### src/rtl/controle_multiciclo.sv
// rtl/controle_multiciclo.sv - multicycle datapath control FSM with exception handling
module controle_multiciclo (
  input  logic       clk,
  input  logic       reset,
  input  logic [5:0] opcode,
  input  logic [5:0] funct,
  input  logic       zero,
  input  logic       overflow,
  output logic [2:0] ULAcontrole,
  output logic       ULASrcA,
  output logic [1:0] ULASrcB,
  output logic       IorD,
  output logic       MemWrite,
  output logic       IRWrite,
  output logic       RegDst,
  output logic       MemtoReg,
  output logic       RegWrite,
  output logic       PCWrite,
  output logic [1:0] PCSrc,
  output logic       excecao,
  output logic [3:0] estado
);

  typedef enum logic [3:0] {
    S_FETCH    = 4'd0,
    S_DECODE   = 4'd1,
    S_MEMADR   = 4'd2,
    S_MEMREAD  = 4'd3,
    S_MEMWB    = 4'd4,
    S_MEMWRITE = 4'd5,
    S_EXECUTE  = 4'd6,
    S_ALUWB    = 4'd7,
    S_BRANCH   = 4'd8,
    S_ADDIEXEC = 4'd9,
    S_ADDIWB   = 4'd10,
    S_JUMP     = 4'd11,
    S_EXCECAO  = 4'd12
  } state_t;

  localparam logic [5:0] OP_RTYPE = 6'b000000;
  localparam logic [5:0] OP_LW    = 6'b100011;
  localparam logic [5:0] OP_SW    = 6'b101011;
  localparam logic [5:0] OP_BEQ   = 6'b000100;
  localparam logic [5:0] OP_ADDI  = 6'b001000;
  localparam logic [5:0] OP_J     = 6'b000010;

  localparam logic [5:0] FN_ADD = 6'b100000;
  localparam logic [5:0] FN_SUB = 6'b100010;
  localparam logic [5:0] FN_AND = 6'b100100;
  localparam logic [5:0] FN_OR  = 6'b100101;
  localparam logic [5:0] FN_SLT = 6'b101010;

  localparam logic [2:0] ALU_ADD = 3'b010;
  localparam logic [2:0] ALU_SUB = 3'b110;
  localparam logic [2:0] ALU_AND = 3'b000;
  localparam logic [2:0] ALU_OR  = 3'b001;
  localparam logic [2:0] ALU_SLT = 3'b111;

  state_t state_q, state_d;
  logic   ovf_reg_q, ovf_reg_d;

  logic       funct_legal;
  logic       funct_arith;
  logic [2:0] funct_alu;

  // Decode funct into an ALU op and classify it (legal / overflow-capable)
  always_comb begin
    funct_legal = 1'b1;
    funct_arith = 1'b0;
    funct_alu   = 3'b000;
    case (funct)
      FN_ADD: begin funct_alu = ALU_ADD; funct_arith = 1'b1; end
      FN_SUB: begin funct_alu = ALU_SUB; funct_arith = 1'b1; end
      FN_AND: funct_alu = ALU_AND;
      FN_OR:  funct_alu = ALU_OR;
      FN_SLT: funct_alu = ALU_SLT;
      default: funct_legal = 1'b0;
    endcase
  end

  // State and overflow flag registers with synchronous reset
  always_ff @(posedge clk) begin
    if (reset) begin
      state_q   <= S_FETCH;
      ovf_reg_q <= 1'b0;
    end else begin
      state_q   <= state_d;
      ovf_reg_q <= ovf_reg_d;
    end
  end

  // Next-state selection and overflow flag capture/clear
  always_comb begin
    state_d   = state_q;
    ovf_reg_d = ovf_reg_q;
    case (state_q)
      S_FETCH: begin
        state_d   = S_DECODE;
        ovf_reg_d = 1'b0;
      end
      S_DECODE: begin
        case (opcode)
          OP_LW, OP_SW: state_d = S_MEMADR;
          OP_RTYPE:     state_d = S_EXECUTE;
          OP_BEQ:       state_d = S_BRANCH;
          OP_ADDI:      state_d = S_ADDIEXEC;
          OP_J:         state_d = S_JUMP;
          default:      state_d = S_EXCECAO;
        endcase
      end
      S_MEMADR:   state_d = (opcode == OP_SW) ? S_MEMWRITE : S_MEMREAD;
      S_MEMREAD:  state_d = S_MEMWB;
      S_MEMWB:    state_d = S_FETCH;
      S_MEMWRITE: state_d = S_FETCH;
      S_EXECUTE: begin
        if (funct_legal) begin
          state_d = S_ALUWB;
          if (funct_arith) ovf_reg_d = overflow;
        end else begin
          state_d = S_EXCECAO;
        end
      end
      S_ALUWB:    state_d = ovf_reg_q ? S_EXCECAO : S_FETCH;
      S_BRANCH:   state_d = S_FETCH;
      S_ADDIEXEC: begin
        state_d   = S_ADDIWB;
        ovf_reg_d = overflow;
      end
      S_ADDIWB:   state_d = ovf_reg_q ? S_EXCECAO : S_FETCH;
      S_JUMP:     state_d = S_FETCH;
      S_EXCECAO:  state_d = S_FETCH;
      default:    state_d = S_FETCH;
    endcase
  end

  // Per-state datapath controls; write strobes are suppressed while reset is held
  always_comb begin
    ULAcontrole = 3'b000;
    ULASrcA     = 1'b0;
    ULASrcB     = 2'b00;
    IorD        = 1'b0;
    MemWrite    = 1'b0;
    IRWrite     = 1'b0;
    RegDst      = 1'b0;
    MemtoReg    = 1'b0;
    RegWrite    = 1'b0;
    PCWrite     = 1'b0;
    PCSrc       = 2'b00;
    excecao     = 1'b0;
    case (state_q)
      S_FETCH: begin
        IRWrite     = 1'b1;
        ULASrcB     = 2'b01;
        ULAcontrole = ALU_ADD;
        PCWrite     = 1'b1;
      end
      S_DECODE: begin
        ULASrcB     = 2'b11;
        ULAcontrole = ALU_ADD;
      end
      S_MEMADR: begin
        ULASrcA     = 1'b1;
        ULASrcB     = 2'b10;
        ULAcontrole = ALU_ADD;
      end
      S_MEMREAD:  IorD = 1'b1;
      S_MEMWB: begin
        MemtoReg = 1'b1;
        RegWrite = 1'b1;
      end
      S_MEMWRITE: begin
        IorD     = 1'b1;
        MemWrite = 1'b1;
      end
      S_EXECUTE: begin
        ULASrcA     = 1'b1;
        ULAcontrole = funct_alu;
      end
      S_ALUWB: begin
        RegDst   = 1'b1;
        RegWrite = ~ovf_reg_q;
      end
      S_BRANCH: begin
        ULASrcA     = 1'b1;
        ULAcontrole = ALU_SUB;
        PCSrc       = 2'b01;
        PCWrite     = zero;
      end
      S_ADDIEXEC: begin
        ULASrcA     = 1'b1;
        ULASrcB     = 2'b10;
        ULAcontrole = ALU_ADD;
      end
      S_ADDIWB:   RegWrite = ~ovf_reg_q;
      S_JUMP: begin
        PCSrc   = 2'b10;
        PCWrite = 1'b1;
      end
      S_EXCECAO:  excecao = 1'b1;
      default: ;
    endcase
    if (reset) begin
      MemWrite = 1'b0;
      RegWrite = 1'b0;
      PCWrite  = 1'b0;
      IRWrite  = 1'b0;
      excecao  = 1'b0;
    end
  end

  assign estado = state_q;

endmodule
### config.mk
export PLATFORM = sky130hd
export DESIGN_NAME = controle_multiciclo
export DESIGN_NICKNAME = d
export VERILOG_FILES = /design/src/rtl/controle_multiciclo.sv
export SDC_FILE = /design/constraint.sdc
export NUM_CORES = 1
export LEC_CHECK = 0
export CAP_MARGIN = 20
export CORE_MARGIN = 5
export CORE_UTILIZATION = 35
export DETAILED_ROUTE_END_ITERATION = 16
export PLACE_DENSITY = 0.75
export SYNTH_ARGS = -nofsm -noshare
export SYNTH_HDL_FRONTEND = slang
export SYNTH_SLANG_ARGS = --single-unit
### constraint.sdc
create_clock -name clk -period 1.69 [get_ports clk]
set_clock_uncertainty 0.2 [all_clocks]
set_input_delay 0.4225 -clock clk [delete_from_list [all_inputs] [get_ports clk]]
set_output_delay 0.4225 -clock clk [all_outputs]
set_load 0.02 [all_outputs]
Yosys cells after proc, flatten, opt, wreduce, memory -nomap -nowiden
Cells that the tools add are included.

Equality and inequality tests: 24. Bitwise logic cells: 1. Reduce and logical (&&, ||, !) cells: 13. Mux-type cells: 28.

Operator list (count): equality test 6 bit, second input constant (7); one-hot mux 4 bit (7 select lines) (1); equality test 4 bit, second input constant (5); one-hot mux 4 bit (5 select lines) (1); equality test 4 x 3 -> 1 bit, second input constant (4); two-way mux 1 bit (16); one-hot mux 3 bit (4 select lines) (1); OR reduction 2 bit (6); one-hot mux 3 bit (3 select lines) (1); equality test 4 x 2 -> 1 bit, second input constant (2); two-way mux 4 bit (2); OR reduction 4 bit (2); equality test 6 x 2 -> 1 bit, second input constant (1); equality test 6 x 3 -> 1 bit, second input constant (1); equality test 6 x 4 -> 1 bit, second input constant (1); zero test 6 bit (1); one-hot mux 2 bit (3 select lines) (1); OR reduction 5 bit (1); equality test 4 x 1 -> 1 bit, second input constant (1); zero test 4 bit (1); inequality test 2 bit, second input constant (2); one-hot mux 1 bit (2 select lines) (2); one-hot mux 2 bit (2 select lines) (1); two-way mux 3 bit (1); 4 further kinds (4).

Bits of input ports: 16. Register bits: 5. Output and inout bits: 20. Logic and storage cells: 68.

Depth between registers and ports, before layout
Depth in word-level cells: 6. Gate-level depth with buffers: 6. Depth with buffers taken out: 4.

Worst setup path before layout
Ideal clock, no wire load.

Path type: register to output. Start: register state_q[0] (netlist: estado[0]). End: output port RegWrite. Buffers on the path: 2. Required time: 1.067 ns. Setup slack: -0.669 ns. Stages on the path, launching flop included: 6. Arrival: 1.737 ns. Cells stage by stage: dfxtp_1 buf_4 buf_2 nor3_1 o21ba_1 nor2_1.

Cells in the longest elaborated chain, start to end: 4. Elaborated cells on any way between the ends: 6. Those cells by class: 3 x eq/ne; 2 x mux; 1 x reduce/logical.

RTL lines: start: declaration (RTL line 59) `state_t state_q, state_d;`; start signal: assignment (RTL line 87) `state_q <= state_d;`; equality test 4 bit / equality test 4 x 3 -> 1 bit (equally long branches) (RTL line 150) `case (state_q)`; OR reduction 2 bit (no line); one-hot mux 1 bit (2 select lines) * (RTL line 150); two-way mux 1 bit * (RTL line 202) `if (reset) begin`; end: declaration (RTL line 17) `output logic RegWrite,`.

Every way passes the cells marked *; elsewhere a longest branch is shown, timed or not.

Worst setup path in the final report
Start: register state_q[1] (netlist: estado[1]). End: output port RegWrite.

Same word-level chain as after synthesis.

==> impl_metrics.py <==
metrics = {
    "run_status": {
        "status": "finished, violations left",
        "violations": "negative setup slack",
    },
    "floorplan": {
        "start_util_pct": 36.2,
        "die_w_um": 54.8,
        "rows": 16,
        "core_area_sq_um": 1940,
        "dieArea_sq_um": 3010,
        "ios": 36,
        "die_h_um": 54.8,
    },
    "synth": {
        "syn_inst": 98,
        "synth-seq-cells": 5,
        "seq_area_frac_synth_pct": 14.2,
        "synth.area.top_cells": "dfxtp_1, nor2_1, nand2b_1, a21oi_1, nor3_1",
        "yosysUniqueCellTypes": 37,
        "synth_warnings": 0,
        "synth.avg_cell_area_sq_um": 7.18,
        "synth_edf_count": 0,
        "synthArstFlopShare_pct": 0,
        "synthFlopType": "dfxtp_1",
        "synth_nets": 114,
        "synth.most_common_cell": "nor2_1",
        "synthDominantCellAreaShare_pct": 14.2,
        "synth_top_area_cell": "dfxtp_1",
        "synth_common_cells": "nor2_1, a21oi_1, nor3_1",
        "syn_area_sq_um": 703,
    },
    "timing": {
        "fin_crit_sh_pct": 127,
        "rsz0062_at_grt": "true",
        "setup_violations": 21,
        "hold_viol": 0,
        "slew_headroom_pct": 78.7,
        "fin_ws_ns": -0.453,
        "fmax_ghz": 0.467,
        "slew_violations": 0,
        "period_needed_ns": 2.14,
        "tightest_slew_ns": 0.316,
    },
    "worst_setup_path": {
        "crit_start": "estado[1]",
        "path_class": "reg -> out",
        "r2r-end": "estado[2]",
        "required_ns": 1.07,
        "reg2regPathDepth": 6,
        "critical_path.max_stage_delay_ns": 0.40,
        "critical_path.cell_chain": "nor4bb_4 > nor2_2 > o21ba_4 > nor2_4 > buf_6",
        "endpoint": "RegWrite",
        "r2r-start": "estado[2]",
        "worstSetupStartpointType": "register",
        "cp_max_fo": 8,
        "r2r_slack_ns": -0.18,
        "cp_slowest_cell": "dfxtp_4",
        "cp-end-kind": "output port",
        "critPathArrivalTime_ns": 1.52,
    },
    "cells_and_area": {
        "insertedDiodeCount": 0,
        "final_util_pct": 96.8,
        "fillCellCount": 32,
        "nets": 195,
        "layout-drive-gt1-share_pct": 71.3,
        "syn2layout_area_growth_pct": 167,
    },
    "clock_network": {
        "clkLatencyLatePin_ns": 0.26,
        "clockBufferDepth": 2,
        "tritoncts": "built",
        "h-tree-depth": 1,
        "clkSinkCount": 5,
        "cts_root_buffer": "clkbuf_4",
        "path_clk_slew_ns": 0.05,
        "cts_made_buffers": 3,
        "ctsHoldBuffers": 0,
    },
    "routing": {
        "wl_per_cell_um": 25.0,
        "dr.pass1.iters": 5,
        "route.detailed.drc": 0,
        "vias_per_cell": 6.46,
        "drt_iter0_markers": 79,
        "detail-route-antenna-nets": 0,
        "wl_mm": 5.13,
        "vias": 1324,
    },
    "grt": {
        "grt_max_degree": 10,
        "grt_usage_pct": 27.5,
        "grt_pass1_vias": 1260,
        "antenna_found_initial": 0,
        "grt_pass1_wl_mm": 5.89,
        "overflow": 0,
    },
    "power": {
        "fin_total_pwr_mw": 2.55,
        "power_density_nw_per_um2": 1360,
        "p_leak_nw": 0.807,
        "vdd_drop_max_uv": 1290,
    },
    "place": {
        "dp_slack_ns": -1.03,
        "place.gp.congestion": 0.856,
        "io_buffers": 35,
        "dp_hpwl_mm": 2.30,
    },
    "min_path": {
        "hp-class": "in -> reg",
    },
    "run": {
        "maxCapViolations": 0,
    },
}
## layout by cell type (no fill, tap or decap), types with 4 or more instances in the layout
| cell | instances |
|---|---|
| a21oi_1 | 4 |
| buf_4 | 38 |
| a31oi_1 | 4 |
| nor2_4 | 8 |
| dlygate4sd2_1 | 9 |
| buf_6 | 24 |
| nand2b_4 | 4 |
| nand3b_1 | 4 |
| dfxtp_4 | 4 |
| nor3_4 | 5 |
## logic make-up (layout without fill, tap and decap cells)
logic type	Yosys count	in the layout	synth area share, %
AO/OA/AOI/OAI	26	26	26.3
XOR/XNOR	3	3	3.74
buffers and inverters	10	90	8.90
flip-flops	5	5	14.2
multiplexers	1	1	1.60
AND/OR/NAND/NOR	53	53	45.2
## repair_timing
action / in CTS / in global routing
pin swaps: 19 / 17
setup endpoints to repair: 24 / 22
resized for setup: 165 / 35
buffers inserted: 6 / 5
## metrics by stage
stage	TNS, ns	area (sq um)	instances	hold WS [ns]
global placement	-11.82	1470	192	0.416
detailed placement	-12.42	1470	192	0.429
global route	-6.14	1880	205	0.486
finish	-5.45	1880	205	0.473
floorplan	-1.05	846	98	0.283
CTS	-3.74	1720	201	0.440
## worst max-delay path: cells and delay by family, from the launching register on
| kind | cells | cell delay (ns) |
|---|---|---|
| buffers and inverters | 1 | 0.11 |
| AOI/OAI and AO/OA | 1 | 0.21 |
| and+or+nand+nor | 3 | 0.54 |
| DFF | 1 | 0.40 |
## registers in the layout (all words and copies together) (netlist names)
| register | count |
|---|---|
| ovf_reg_q | 1 |
| estado | 4 |
## power by group
part / internal [mW] / total, mW / switching, mW
Combinational: 1.09 / 2.14 / 1.05
Clock: 0.0902 / 0.154 / 0.0634
Sequential: 0.168 / 0.257 / 0.0890
## how the worst min path moves through the flow
stage | slack, ns | startpoint | endpoint | depth (start not counted)
floorplan | 0.28 | ovf_reg_q | ovf_reg_q | 2
global placement | 0.42 | ovf_reg_q | ovf_reg_q | 3
detailed placement | 0.43 | ovf_reg_q | ovf_reg_q | 3
CTS | 0.44 | ovf_reg_q | ovf_reg_q | 3
global route | 0.49 | reset | ovf_reg_q | 3
finish | 0.47 | reset | ovf_reg_q | 3
## area by class of cell
class	instances	area [sq um]	share of cell area, %
tap	27	33.8	1.80
timing repair buffer	84	787	41.8
clock buffer	4	26.3	1.40
sequential	5	115	6.12
multi-input combinational	83	911	48.4
inverter	2	7.51	0.399
## metal layers
| layer | wire [um] | part of all wire [%] | GRT usage [%] | vias to the layer above |
|---|---|---|---|---|
| met5 | 0 | 0 | 0 | - |
| met4 | 384 | 7.5 | 10.4 | 0 |
| met3 | 405 | 7.9 | 5.18 | 49 |
| met2 | 2620 | 51 | 52.4 | 118 |
| met1 | 1710 | 33 | 29.1 | 630 |
| li1 | - | - | - | 527 |
Note: power is estimated with default switching activity, not from simulation.
